$ cat src/rtl/imm_extend_pipe_pkg.sv
// Shared types and default widths for the registered immediate-extension stage.
package imm_extend_pipe_pkg;

    typedef enum logic [1:0] {
        IMM_DP     = 2'd0,
        IMM_MEM    = 2'd1,
        IMM_BR     = 2'd2,
        IMM_PREFIX = 2'd3
    } imm_src_t;

    typedef enum logic {
        S_NORM   = 1'b0,
        S_PREFIX = 1'b1
    } ext_state_t;

    localparam int DEF_IMM_W    = 19;
    localparam int DEF_OUT_W    = 24;
    localparam int DEF_DP_W     = 7;
    localparam int DEF_MEM_W    = 7;
    localparam int DEF_BR_SHIFT = 0;

endpackage

$ cat src/rtl/imm_extend_pipe_if.sv
// Decode-side input handshake, execute-side output handshake and prefix status.
interface imm_extend_pipe_if #(
    parameter int IMM_W = imm_extend_pipe_pkg::DEF_IMM_W,
    parameter int OUT_W = imm_extend_pipe_pkg::DEF_OUT_W
);
    import imm_extend_pipe_pkg::*;

    logic             flush;
    logic             in_valid;
    logic             in_ready;
    logic [IMM_W-1:0] imm;
    imm_src_t         imm_src;
    logic             out_valid;
    logic             out_ready;
    logic [OUT_W-1:0] out_imm;
    logic             prefix_pending;
    logic             prefix_overrun;

    modport master (
        output flush, in_valid, imm, imm_src, out_ready,
        input  in_ready, out_valid, out_imm, prefix_pending, prefix_overrun
    );

    modport slave (
        input  flush, in_valid, imm, imm_src, out_ready,
        output in_ready, out_valid, out_imm, prefix_pending, prefix_overrun
    );

endinterface

$ cat src/rtl/imm_extend_pipe_format.sv
// Combinational immediate formatter: zero-extended DP/MEM fields with optional
// high-order prefix, sign-extended and shifted branch offsets.
module imm_extend_pipe_format
    import imm_extend_pipe_pkg::*;
#(
    parameter int IMM_W    = DEF_IMM_W,
    parameter int OUT_W    = DEF_OUT_W,
    parameter int DP_W     = DEF_DP_W,
    parameter int MEM_W    = DEF_MEM_W,
    parameter int BR_SHIFT = DEF_BR_SHIFT
) (
    input  logic [IMM_W-1:0] imm,
    input  imm_src_t         imm_src,
    input  logic [IMM_W-1:0] prefix,
    input  logic             pfx_en,
    output logic [OUT_W-1:0] value
);

    logic [OUT_W-1:0] pfx_ext;
    logic [OUT_W-1:0] dp_field;
    logic [OUT_W-1:0] mem_field;
    logic [OUT_W-1:0] br_sext;

    // Shifting the zero-extended prefix up by the field width keeps exactly
    // prefix[OUT_W-W-1:0] and zero-fills when the prefix is narrower.
    always_comb begin
        pfx_ext   = pfx_en ? OUT_W'(prefix) : '0;
        dp_field  = OUT_W'(imm[DP_W-1:0]);
        mem_field = OUT_W'(imm[MEM_W-1:0]);
        br_sext   = OUT_W'($signed(imm));
        value     = '0;
        unique case (imm_src)
            IMM_DP:  value = (pfx_ext << DP_W) | dp_field;
            IMM_MEM: value = (pfx_ext << MEM_W) | mem_field;
            IMM_BR:  value = br_sext << BR_SHIFT;
            default: value = '0;
        endcase
    end

endmodule

$ cat src/rtl/imm_extend_pipe.sv
// Registered immediate-extension stage between decode and execute, with a
// two-instruction PREFIX mechanism for wide DP/MEM constants.
//
//   state    | meaning
//   ---------+-----------------------------------------------
//   S_NORM   | no prefix latched; DP/MEM upper bits are zero
//   S_PREFIX | prefix latched, waiting for its DP/MEM user
module imm_extend_pipe
    import imm_extend_pipe_pkg::*;
#(
    parameter int IMM_W    = DEF_IMM_W,
    parameter int OUT_W    = DEF_OUT_W,
    parameter int DP_W     = DEF_DP_W,
    parameter int MEM_W    = DEF_MEM_W,
    parameter int BR_SHIFT = DEF_BR_SHIFT
) (
    input  logic           clk,
    input  logic           reset,
    imm_extend_pipe_if.slave bus
);

    if (IMM_W < DP_W || IMM_W < MEM_W || OUT_W < IMM_W + BR_SHIFT) begin : g_param_check
        $error("imm_extend_pipe: illegal width parameters");
    end

    ext_state_t       state;
    ext_state_t       state_nxt;
    logic [IMM_W-1:0] prefix_q;
    logic [OUT_W-1:0] fmt_value;
    logic             accept;
    logic             load_out;
    logic             latch_load;
    logic             latch_clear;
    logic             overrun_nxt;
    logic             pfx_en;

    assign bus.in_ready       = !reset && (!bus.out_valid || bus.out_ready);
    assign accept             = bus.in_valid && bus.in_ready;
    assign pfx_en             = (state == S_PREFIX);
    assign bus.prefix_pending = (state == S_PREFIX);

    imm_extend_pipe_format #(
        .IMM_W    (IMM_W),
        .OUT_W    (OUT_W),
        .DP_W     (DP_W),
        .MEM_W    (MEM_W),
        .BR_SHIFT (BR_SHIFT)
    ) u_format (
        .imm     (bus.imm),
        .imm_src (bus.imm_src),
        .prefix  (prefix_q),
        .pfx_en  (pfx_en),
        .value   (fmt_value)
    );

    always_ff @(posedge clk) begin
        if (reset) begin
            state <= S_NORM;
        end else begin
            state <= state_nxt;
        end
    end

    always_comb begin
        state_nxt = state;
        if (bus.flush) begin
            state_nxt = S_NORM;
        end else if (accept) begin
            state_nxt = (bus.imm_src == IMM_PREFIX) ? S_PREFIX : S_NORM;
        end
    end

    // Flush wins over any accept in the same cycle and never reports overrun.
    always_comb begin
        load_out    = 1'b0;
        latch_load  = 1'b0;
        latch_clear = 1'b0;
        overrun_nxt = 1'b0;
        if (bus.flush) begin
            latch_clear = 1'b1;
        end else if (accept) begin
            if (bus.imm_src == IMM_PREFIX) begin
                latch_load  = 1'b1;
                overrun_nxt = (state == S_PREFIX);
            end else begin
                load_out    = 1'b1;
                latch_clear = 1'b1;
                overrun_nxt = (state == S_PREFIX) && (bus.imm_src == IMM_BR);
            end
        end
    end

    always_ff @(posedge clk) begin
        if (reset) begin
            bus.out_valid      <= 1'b0;
            bus.out_imm        <= '0;
            bus.prefix_overrun <= 1'b0;
            prefix_q           <= '0;
        end else begin
            bus.prefix_overrun <= overrun_nxt;

            if (latch_clear) begin
                prefix_q <= '0;
            end else if (latch_load) begin
                prefix_q <= bus.imm;
            end

            if (bus.flush) begin
                bus.out_valid <= 1'b0;
            end else if (load_out) begin
                bus.out_valid <= 1'b1;
                bus.out_imm   <= fmt_value;
            end else if (bus.out_ready) begin
                bus.out_valid <= 1'b0;
            end
        end
    end

endmodule

$ cat src/flat_wrapper.sv
// flat-port wrapper written by rule: the top's interface ports become plain ports
module imm_extend_pipe_flat import imm_extend_pipe_pkg::*;
#(
    parameter int IMM_W    = DEF_IMM_W,
    parameter int OUT_W    = DEF_OUT_W,
    parameter int DP_W     = DEF_DP_W,
    parameter int MEM_W    = DEF_MEM_W,
    parameter int BR_SHIFT = DEF_BR_SHIFT
)
  (clk, reset, bus_flush, bus_in_valid, bus_imm, bus_imm_src, bus_out_ready, bus_in_ready, bus_out_valid, bus_out_imm, bus_prefix_pending, bus_prefix_overrun);
  imm_extend_pipe_if #(.IMM_W(IMM_W), .OUT_W(OUT_W)) bus_i ();
  input  logic clk;
  input  logic reset;
  input wire logic [$bits(bus_i.flush)-1:0] bus_flush;
  input wire logic [$bits(bus_i.in_valid)-1:0] bus_in_valid;
  input wire logic [$bits(bus_i.imm)-1:0] bus_imm;
  input wire logic [$bits(bus_i.imm_src)-1:0] bus_imm_src;
  input wire logic [$bits(bus_i.out_ready)-1:0] bus_out_ready;
  output wire logic [$bits(bus_i.in_ready)-1:0] bus_in_ready;
  output wire logic [$bits(bus_i.out_valid)-1:0] bus_out_valid;
  output wire logic [$bits(bus_i.out_imm)-1:0] bus_out_imm;
  output wire logic [$bits(bus_i.prefix_pending)-1:0] bus_prefix_pending;
  output wire logic [$bits(bus_i.prefix_overrun)-1:0] bus_prefix_overrun;
  assign bus_i.flush = bus_flush;
  assign bus_i.in_valid = bus_in_valid;
  assign bus_i.imm = bus_imm;
  assign bus_i.imm_src = bus_imm_src;
  assign bus_i.out_ready = bus_out_ready;
  assign bus_in_ready = bus_i.in_ready;
  assign bus_out_valid = bus_i.out_valid;
  assign bus_out_imm = bus_i.out_imm;
  assign bus_prefix_pending = bus_i.prefix_pending;
  assign bus_prefix_overrun = bus_i.prefix_overrun;
  imm_extend_pipe #(.IMM_W(IMM_W), .OUT_W(OUT_W), .DP_W(DP_W), .MEM_W(MEM_W), .BR_SHIFT(BR_SHIFT)) u_core (.clk(clk), .reset(reset), .bus(bus_i));
endmodule
$ cat config.mk
export PLATFORM = sky130hd
export DESIGN_NAME = imm_extend_pipe_flat
export DESIGN_NICKNAME = d
export VERILOG_FILES = /design/src/rtl/imm_extend_pipe_pkg.sv /design/src/rtl/imm_extend_pipe_if.sv /design/src/rtl/imm_extend_pipe_format.sv /design/src/rtl/imm_extend_pipe.sv /design/src/flat_wrapper.sv
export SDC_FILE = /design/constraint.sdc
export NUM_CORES = 1
export LEC_CHECK = 0
export CAP_MARGIN = 20
export CORE_MARGIN = 4
export CORE_UTILIZATION = 50
export DETAILED_ROUTE_END_ITERATION = 8
export MAX_ROUTING_LAYER = met4
export PLACE_DENSITY = 0.94
export SYNTH_ARGS = -nofsm -noshare
export SYNTH_HDL_FRONTEND = slang
export SYNTH_SLANG_ARGS = --single-unit
$ cat constraint.sdc
create_clock -name clk -period 2.88 [get_ports clk]
set_input_delay 0.864 -clock clk [delete_from_list [all_inputs] [get_ports clk]]
set_output_delay 0.864 -clock clk [all_outputs]
set_load 0.005 [all_outputs]
# After elaboration in Yosys (flattened, before gate mapping)

Index checks and enable logic that the tools add are counted.

Register bits after elaboration: 44
Logic and storage cells: 36

Equality and inequality tests: 3
Mux-type cells: 12
Bitwise operators: 3
Reduce and logical (&&, ||, !) cells: 13

Operators with widths:

| operator                                                        | number |
|---|---|
| 24-bit case mux with 2 select lines                             | 1 |
| 24-bit by 7-bit OR with 24-bit output                           | 1 |
| 17-bit two-way mux                                              | 1 |
| 1-bit two-way mux                                               | 10 |
| 2-bit OR reduction                                              | 3 |
| 2-bit == test, second input constant                            | 2 |
| 1-bit logical AND                                               | 3 |
| 3-bit OR reduction                                              | 1 |
| 2-bit by 1-bit == test with 1-bit output, second input constant | 1 |
| 1-bit zero test                                                 | 2 |
| 2-bit zero test                                                 | 1 |
| 1-bit inverter                                                  | 2 |
| 2-bit AND reduction                                             | 1 |
| 2-bit nonzero test                                              | 1 |
| 1-bit logical OR                                                | 1 |

# Longest topological paths before layout

Depth after elaboration: 7
Mapped depth: 6
Gate-level depth less buffers: 3

# By module

Synthesis repeated with hierarchy kept, for this count alone.

Cells, all modules: 169
Area total of the unflattened synthesis: 1944.4 µm²

By module, submodules not included:

| module                 | instances | cells an instance | area each (µm²) |
|---|---|---|---|
| imm_extend_pipe        | 1         | 137               | 1675.4 |
| imm_extend_pipe_format | 1         | 32                | 269.0 |

# Worst setup path before layout

OpenSTA, ideal clock, no wires.

Path kind: input to output
From: in bus_out_ready
To: out bus_in_ready
Data arrival time: 1.424 ns
Setup slack: 0.592 ns
Stages: 4
Path buffers: 2
Cell sequence: nor2b_1 -> buf_4 -> clkbuf_1 -> nor2_1

Cells in the longest elaborated chain, start to end: 2

RTL lines:

| what              | RTL line              | RTL |
|---|---|---|
| from (decl)       | flat_wrapper.sv:18    | `input wire logic [$bits(bus_i.out_ready)-1:0] bus_out_ready;` |
| 1-bit logical OR  | imm_extend_pipe.sv:37 | `assign bus.in_ready = !reset && (!bus.out_valid \|\| bus.out_ready);` |
| 1-bit logical AND | imm_extend_pipe.sv:37 |  |
| to (decl)         | flat_wrapper.sv:19    | `output wire logic [$bits(bus_i.in_ready)-1:0] bus_in_ready;` |

Every way passes these cells.

# Worst setup path after layout

Same ends and word-level chain as after synthesis.

==> summary.txt <==
Worst setup path
  • R2R cell count: 4
  • Critical Path AT: 1.76 ns
  • CP Max Fanout: 2
  • Worst R2R Setup Slack: 1.29 ns
  • Worst Path Required: 2.02 ns
  • Worst setup path end: bus_in_ready
  • Crit. Startpoint: bus_out_ready
  • Setup crit end kind: primary output
  • Reg-to-reg startpoint: u_core.bus.out_valid
  • Worst Path Class, Setup: primary input to primary output
  • Crit Reg-Reg Endpoint: u_core.bus.out_imm[13]
  • Crit start category: primary input

Floorplanning
  • Row cnt: 22
  • CORE AREA: 0.00377 mm²
  • Die H: 71.6 µm
  • Die Footprint: between 0.005 and 0.006 mm²
  • Initial Utilization: between 50% and 60%
  • Die X: just over 70 µm
  • Io pins: 54

Timing
  • Fmax: approximately 380 MHz
  • Slew HR: 56.5%
  • Setup TNS: 0 ns
  • Unrepaired setup endpoints after global routing: false
  • Worst slew pin tran: roughly 0.65 ns
  • Final Max Slew Viols: 0
  • Final period utilization: around nine tenths
  • Final min period: about 2.6 ns
  • Final setup fails: 0
  • Clock skew: 0.00424 ns
  • Endpoints failing hold: 0

Placement
  • RD Place Congestion: roughly 0.92
  • Cell Count Post-Placement: around 320
  • DPL Wire Length: 3.69 mm
  • Buffers added on ports: 53

Yosys
  • Sequential share of the synthesized area: between 40% and 50%
  • Synthesized area: 0.00202 mm²
  • Cells after Synth: roughly 240
  • Mux contribution to synthesized area: 0%
  • Main combinational cell family by area after synthesis: compound AO/OA/AOI/OAI gates
  • Fraction of the mapped netlist area in adder cells: 0%
  • Syn Nets: between 200 and 300
  • Yosys top cell by area: dfxtp_1
  • Flops & latches, synth: 44
  • Top-area cell type share of the netlist area: a little over two fifths
  • Post-synth cell types: 28
  • Avg Cell Area, Syn: 8.50 µm²
  • Synth Area in Compound Gates: 32.1%
  • Synth Area in Simple Gates: around 16%
  • Synth Area in XOR/XNOR: 0%
  • Top cells by area, synth: dfxtp_1 (44%), a21oi_1 (7.7%), nand4_1 (7.4%), a211oi_1 (5.9%), a31oi_1 (5.3%)
  • Synth warnings: 0

Drt
  • Drt total wl: about 5.5 mm
  • Via/cell ratio: between 6 and 7
  • Antenna Nets Post-Route: 0
  • Via Count: just over 2k
  • DR DRC count: 0
  • DRT Pass-1 Iters: 6
  • Routed WL per cell: about 17 µm
  • First DRT Iteration DRCs: ~250

Layout
  • Share of layout cells above drive strength 1: between 7 and 8%
  • Final Non-Filler Cells: between 300 and 400
  • Most frequent cells in the layout: clkdlybuf4s50_1 (52), dfxtp_1 (44), a21oi_1 (31)
  • Synth-to-layout area growth: 29.4%
  • Nets: 303
  • Most common cell after layout, fill and taps aside: clkdlybuf4s50_1
  • Filler cell count: between 300 and 400
  • Ant. Diodes: 0

Pwr
  • Leak Pwr: about 0.00082 µW
  • PD cells: 476 mW/mm²
  • Total power: 1250 µW
  • Worst IR Drop VDD: 0.234 mV

CTS
  • H-tree depth: 2
  • Reg clk slew, reported paths: 0.08 ns
  • Clk_lat worst skew: 0.30 ns
  • CTS tree: done
  • Num Clock Sinks: 44
  • Post-CTS setup buffer count: 0
  • Total CTS buffers: 5
  • Clock buffer depth: 2
  • Clk root buf: clkbuf_8

GRT
  • Initial antenna violation count: 0
  • Pin count of the biggest net entering global routing: 44
  • Number of global-route vias before repair: ~1.8k
  • Global-route wire length before repair: roughly 9 mm
  • GRT overflow: 0
  • GRT Util Overall: between 20 and 25%

Outcome
  • Outcome: finished, final reports clean

Run
  • MaxCap Viol Count: 0

Hold path
  • Hold Crit Class: register to register
## layout make-up
type / instances / area (µm²) / area share (%)
Timing Repair Buffer: 64 / 612 / 23.4
Clock buffer: 8 / 90.1 / 3.44
Multi-Input combinational cell: 161 / 971 / 37.1
Inverter: 1 / 3.75 / 0.143
Sequential cell: 44 / 881 / 33.7
Tap cell: 48 / 60.1 / 2.29
## layer usage
metal | global-route usage [%] | part of all wire [%] | vias to the layer above | routed length [µm]
met3 | 4.77 | 9.5 | 6 | 520
met4 | 5.85 | 1.1 | 0 | 61
met5 | - | 0 | - | 0
li1 | - | - | 982 | -
met1 | 30.9 | 42 | 952 | 2320
met2 | 31.8 | 47 | 123 | 2570
## through the flow
step	area, µm²	utilization [%]	setup slack, ns	hold slack, ns
after floorplan	2020	-	0.592	0.450
after global placement	2530	67.1	0.0210	0.458
after detailed placement	2530	67.1	0.00364	0.463
after CTS	2620	69.4	0.248	0.475
after global routing	2620	69.4	0.192	0.488
final	2620	69.4	0.255	0.476
## flip-flops by register name, indices dropped and copies added, names as in the netlist
name / count
u_core.bus.prefix_pending: 1
u_core.bus.out_imm: 24
u_core.bus.out_valid: 1
u_core.prefix_q: 17
u_core.bus.prefix_overrun: 1
## worst min path at each step
stage | depth (start not counted) | end | slack, ns | from
2_1_floorplan | 2 | u_core.prefix_q[4] | 0.45 | u_core.prefix_q[4]
3_3_place_gp | 2 | u_core.bus.out_imm[1] | 0.46 | u_core.bus.out_imm[1]
3_5_place_dp | 2 | u_core.bus.out_imm[4] | 0.46 | u_core.bus.out_imm[4]
4_1_cts | 2 | u_core.prefix_q[6] | 0.48 | u_core.prefix_q[6]
5_1_grt | 2 | u_core.bus.out_imm[4] | 0.49 | u_core.bus.out_imm[4]
6_report | 2 | u_core.prefix_q[6] | 0.48 | u_core.prefix_q[6]
## logic make-up (layout without fill, tap and decap cells)
kind of cell,after synthesis,count (layout)
and+or+nand+nor,58,58
AOI/OAI and AO/OA,103,103
DFF,44,44
buffers and inverters,33,73
## repair_timing
action | in CTS | in global routing
resized for setup | 1 | 0
endpoints found under the setup margin | 1 | 0
hold buffers | 0 | 0
## synthesized netlist by cell type
master,instances
a211oi_1,16
dfxtp_1,44
nor2_1,1
and3b_1,1
o22a_1,10
buf_1,1
buf_4,3
or2_2,1
a21oi_4,1
a311oi_1,1
a21oi_1,31
nor2b_1,3
nand3_1,1
and2_1,1
buf_6,3
a31oi_1,17
nand3b_1,2
o21ai_0,19
nor4_1,1
buf_2,11
nor3_4,1
nand4_1,24
inv_2,1
clkbuf_1,14
a21o_1,1
nand2b_1,1
nand2_1,21
o31ai_1,7
## critical path: stages
cell             delay [ns]
clkdlybuf4s50_1        0.42
nor2b_1                0.15
nor2_1                 0.06
dlygate4sd2_1          0.27
## power breakdown
group / switching, µW / leakage (µW) / internal, µW
combinational: 103 / 0.000420 / 105
sequential: 12.6 / 0.000358 / 631
clock: 199 / 0.0000455 / 196
total: 314 / 0.000824 / 932
No activity file was read; power rests on OpenSTA's default activity.
